$ cat config.mk
export PLATFORM = sky130hd
export DESIGN_NAME = serial_adder_8b
export DESIGN_NICKNAME = d
export VERILOG_FILES = /design/src/rtl/serial_adder_8b_pkg.sv /design/src/rtl/serial_adder_8b_full_adder_1b.sv /design/src/rtl/serial_adder_8b.sv
export SDC_FILE = /design/constraint.sdc
export NUM_CORES = 1
export LEC_CHECK = 0
export ABC_AREA = 0
export CAP_MARGIN = 20
export CORE_ASPECT_RATIO = 1.4
export CORE_MARGIN = 1
export CORE_UTILIZATION = 53
export DETAILED_ROUTE_END_ITERATION = 10
export PLACE_DENSITY = 0.79
export RECOVER_POWER = 50
export SLEW_MARGIN = 20
export SYNTH_ARGS = -nofsm -noshare
export SYNTH_HDL_FRONTEND = slang
export SYNTH_SLANG_ARGS = --single-unit
$ cat constraint.sdc
create_clock -name clk -period 3.86 [get_ports clk]
set_input_delay 1.158 -clock clk [delete_from_list [all_inputs] [get_ports clk]]
set_output_delay 1.158 -clock clk [all_outputs]
set_load 0.1 [all_outputs]
$ cat src/rtl/serial_adder_8b_pkg.sv
// Shared types and constants for the bit-serial adder.
// Latency: n/a (declarations only).
// Backpressure: n/a (declarations only).
package serial_adder_8b_pkg;

   // Default operand/result width.
   localparam int unsigned NBITS_DEFAULT = 8;

   // Controller states.
   typedef enum logic [1:0] {
      ST_IDLE = 2'd0,
      ST_CALC = 2'd1,
      ST_DONE = 2'd2
   } state_e;

   // Width of a counter indexing n bit positions, never less than one bit.
   function automatic int cnt_width(input int n);
      return (n > 1) ? $clog2(n) : 1;
   endfunction

endpackage

$ cat src/rtl/serial_adder_8b_full_adder_1b.sv
// One-bit full adder used for each serial step of the adder.
// Latency: purely combinational, zero cycles.
// Backpressure: none; the caller sequences the operand bits.
module full_adder_1b (
   input  logic a,
   input  logic b,
   input  logic cin,
   output logic sum,
   output logic cout
);

   logic half_sum;

   // Propagate term is shared between the sum and the carry.
   assign half_sum = a ^ b;
   assign sum      = half_sum ^ cin;
   assign cout     = (a & b) | (cin & half_sum);

endmodule

$ cat src/rtl/serial_adder_8b.sv
// Bit-serial adder: accepts an operand pair, adds one bit per cycle LSB first.
// Latency: out_val rises NBITS edges after the acceptance edge; one idle cycle after consumption.
// Backpressure: result held in DONE while out_rdy=0; in_rdy is low from acceptance to consumption.
// Optional: define SERIAL_ADDER_OVFL_EN to add the signed-overflow output ovfl.
module serial_adder_8b
   import serial_adder_8b_pkg::*;
#(
   parameter int NBITS = NBITS_DEFAULT
) (
   input  logic             clk,
   input  logic             reset_n,
   input  logic             in_val,
   output logic             in_rdy,
   input  logic [NBITS-1:0] in0,
   input  logic [NBITS-1:0] in1,
   output logic             out_val,
   input  logic             out_rdy,
   output logic [NBITS-1:0] out
`ifdef SERIAL_ADDER_OVFL_EN
   ,
   output logic             ovfl
`endif
);

   localparam int              CNT_W    = cnt_width(NBITS);
   localparam logic [CNT_W-1:0] CNT_LAST = CNT_W'(NBITS - 1);

   state_e           state_q;
   logic [NBITS-1:0] a_q;
   logic [NBITS-1:0] b_q;
   logic [NBITS-1:0] res_q;
   logic [NBITS-1:0] res_d;
   logic             carry_q;
   logic [CNT_W-1:0] cnt_q;
   logic             in_rdy_q;
   logic             out_val_q;
`ifdef SERIAL_ADDER_OVFL_EN
   logic             ovfl_q;
`endif

   logic sum_bit;
   logic carry_out;

   // The single adder cell always sees the current LSBs of the operand shifters.
   full_adder_1b u_fa (
      .a    (a_q[0]),
      .b    (b_q[0]),
      .cin  (carry_q),
      .sum  (sum_bit),
      .cout (carry_out)
   );

   // Result shifter: new sum bit enters at the MSB so the LSB lands at bit 0 after NBITS steps.
   always_comb begin
      res_d            = res_q >> 1;
      res_d[NBITS-1]   = sum_bit;
   end

   // Controller, counter, operand shifters and result register with registered handshake outputs.
   always_ff @(posedge clk or negedge reset_n) begin
      if (!reset_n) begin
         state_q   <= ST_IDLE;
         a_q       <= '0;
         b_q       <= '0;
         res_q     <= '0;
         carry_q   <= 1'b0;
         cnt_q     <= '0;
         in_rdy_q  <= 1'b1;
         out_val_q <= 1'b0;
`ifdef SERIAL_ADDER_OVFL_EN
         ovfl_q    <= 1'b0;
`endif
      end else begin
         case (state_q)
            ST_IDLE: begin
               if (in_val) begin
                  a_q      <= in0;
                  b_q      <= in1;
                  carry_q  <= 1'b0;
                  cnt_q    <= '0;
                  in_rdy_q <= 1'b0;
                  state_q  <= ST_CALC;
               end
            end
            ST_CALC: begin
               a_q     <= a_q >> 1;
               b_q     <= b_q >> 1;
               carry_q <= carry_out;
               res_q   <= res_d;
               cnt_q   <= cnt_q + CNT_W'(1);
               if (cnt_q == CNT_LAST) begin
                  // Carry out of the MSB is dropped; only the wrapped sum is kept.
                  out_val_q <= 1'b1;
                  state_q   <= ST_DONE;
`ifdef SERIAL_ADDER_OVFL_EN
                  ovfl_q    <= carry_q ^ carry_out;
`endif
               end
            end
            ST_DONE: begin
               // Return through IDLE so no operands are taken on the consume edge.
               if (out_rdy) begin
                  out_val_q <= 1'b0;
                  in_rdy_q  <= 1'b1;
                  state_q   <= ST_IDLE;
               end
            end
            default: begin
               out_val_q <= 1'b0;
               in_rdy_q  <= 1'b1;
               state_q   <= ST_IDLE;
            end
         endcase
      end
   end

   assign in_rdy  = in_rdy_q;
   assign out_val = out_val_q;
   assign out     = res_q;
`ifdef SERIAL_ADDER_OVFL_EN
   assign ovfl    = ovfl_q;
`endif

endmodule

==> reports/results.txt <==
Syn nets - 156
GRT Residual Overflow - 0
Starting Density - 57.0%
H-tree lvl count - 2
Crit path DAT - 1.84 ns
Reg clk slew, reported paths - 0.10 ns
DRT antenna net count - 0
NumNets Final - 184
Comb power frac - 51.2%
Setup CP Type - reg -> out
Syn Inst Count - 133
RSZ-0062 raised after global routing - no
GR Layer Usage met1 - 28.5%
Clock latency at the later pin of the worst-skew pair - 0.34 ns
Synth top area share - 55.7%
CP delay by family, top - buffers and inverters
Met2 Use GR - 39.3%
Status - finished, final reports clean
Critical Path Fanout Max - 3
Seq/Total Area, Yosys - 57.5%
Design Area, Final - 0.00172 sq mm
Die area - 0.00284 sq mm
Final hold vios - 0
CORE AREA - 0.00244 sq mm
Antenna diode instance count - 0
CTS buffer count - 5
#FFs+latches synth - 32
GRT Max-Usage Layer - met2
Buf+Inv Stages, Crit Path - 1
Fmax - 333 MHz
Switching power summed over all nets - 794 uW
Register share of total power - 36.6%
Post-DR wirelength/cell - 14.5 um
CTS tree - built
Startpoint Class - flip-flop
Syn Area/Cell - 10.5 sq um
Commonest non-fill, non-tap cell in the layout - dfrtp_1
M3 GR Usage - 7.51%
PostCTS Resize Cnt - 0
Cell taking the most area after synthesis - dfrtp_1
Worst reg2reg setup slack - 2.33 ns
First-pass GRT wire length - 5100 um
Die W - 45.3 um
Power Density - 954 mW/mm^2
I/O pins - 30
Layout Area Growth over Synthesis - 23.7%
Bufs on Longest Clock Path - 2
Sw frac - 48.3%
DRT iter0 DRCs - 13
Setup violators final - 0
Setup_tns - 0 ns
Final min period - 3.00 ns
Crit-path cells - clkdlybuf4s50_1
Slew Limit Fails - 0
Worst slew pin tran - 0.960 ns
Layout cells sized above 1 - 8.02%
Vias per cell - 5.71
Die height - 62.7 um
Post-CTS Hold Fix Bufs - 0
CP startpoint - out[1]
Most frequent cells in the layout - dfrtp_1, nand2_1, clkdlybuf4s50_1
Routed wire length - 2850 um
Fin crit share - 77.7%
Clock Root Buffer - clkbuf_4
YS warnings - 0
Via count - 1,120
Worst VDD drop - 475 uV
Worst Path Required - 2.70 ns
Crit-path slowest cell - clkdlybuf4s50_1
Cell internal pwr - 851 uW
CP Capture Type - output pin
Largest net degree at the start of global routing - 19
Drt first pass iters - 4
Postcts setup bufs - 0
P_leak - 0.000769 uW
Worst slew margin - 35.8%
Initial antenna violation count - 0
Netlist cell types - 24
Fin Hold WS - 0.500 ns
Hold_sp - out[0]
Post-DP HPWL - 2100 um
Port bufs - 29
Synth top area cells - dfrtp_1, o22ai_1, nand2_1
Vias in the first global route - 1,156
Pwr Total - 1640 uW
DRC - 0
Clock share of power - 12.2%
Total Routing Usage GR - 24.9%
Worst min-delay path category - reg -> reg
Row cnt - 21
Worst reg2reg startpoint - state_q[1]
Routability cong. - 0.821
Slowest stage delay, CP - 1.13 ns
Clock Skew - 0.00742 ns
Total clock sinks - 32
Number of max-cap violations - 0
Final-layout fill cell count - 199
Mapped Area - 0.00139 sq mm
DP Area - 0.00167 sq mm
[sequential cells by signal, indices dropped and copies added, names as in the netlist]
register and cells:
a_q 8, b_q 8, out 8, cnt_q 3
state_q 2, carry_q 1, in_rdy 1, out_val 1
[metrics by stage]
stage	setup WS (ns)	utilization (%)	cells
floorplan	1.79	-	133
global placement	1.24	68.3	188
detailed placement	1.20	68.3	188
global route	0.790	70.6	196
finish	0.859	70.6	196
CTS	0.839	70.7	196
[Yosys cell counts]
cell / instances
a21oi_1: 8
a22o_1: 2
a2bb2oi_1: 8
a32o_1: 1
buf_2: 6
buf_4: 1
buf_6: 1
clkbuf_1: 1
dfrtp_1: 31
dfstp_2: 1
fa_1: 1
ha_1: 2
inv_1: 5
nand2_1: 26
nand2b_1: 4
nor2_1: 3
nor2_2: 1
nor2b_1: 2
o21ai_0: 6
o21bai_1: 1
o221a_1: 1
o22ai_1: 19
o31ai_1: 1
or4b_1: 1
[layer usage]
layer  wire, um  share of wire, %
met1       1130                40
met3        149               5.2
met2       1500                53
met5          0                 0
met4         65               2.3
[final timing paths]
check | to | cells past startpoint
min in group asynchronous | cnt_q[2] | 1
max in group asynchronous | out[7] | 2
setup reg to reg | a_q[5] | 3
hold reg to reg | out[0] | 2
setup / recovery | out[1] | 1
hold / removal | out[0] | 2
[power by group through the flow]
stage	Sequential (uW)	Clock, uW	Combinational [uW]
after floorplan	889	0	387
after global placement	597	0	824
after detailed placement	609	0	853
after CTS	602	206	854
after global routing	621	219	917
final	602	200	843
[final cells by class]
| class | count | area [sq um] | area share (%) |
|---|---|---|---|
| inverters | 5 | 18.8 | 1.09 |
| well taps | 34 | 42.5 | 2.47 |
| repair buffers | 30 | 282 | 16.3 |
| flip-flops and latches | 32 | 802 | 46.5 |
| clock buffers | 8 | 58.8 | 3.41 |
| multi-input cells | 87 | 520 | 30.2 |
[cells by family (layout without fill, tap and decap cells)]
| kind of cell | after synthesis | in the layout | synth area share (%) |
|---|---|---|---|
| compound gates | 47 | 47 | 22.4 |
| buf+inv | 14 | 43 | 5.12 |
| simple gates | 37 | 37 | 11.7 |
| flops | 32 | 32 | 57.5 |
| fa+ha+maj | 3 | 3 | 3.23 |
Power figures use the tool's default switching activity.
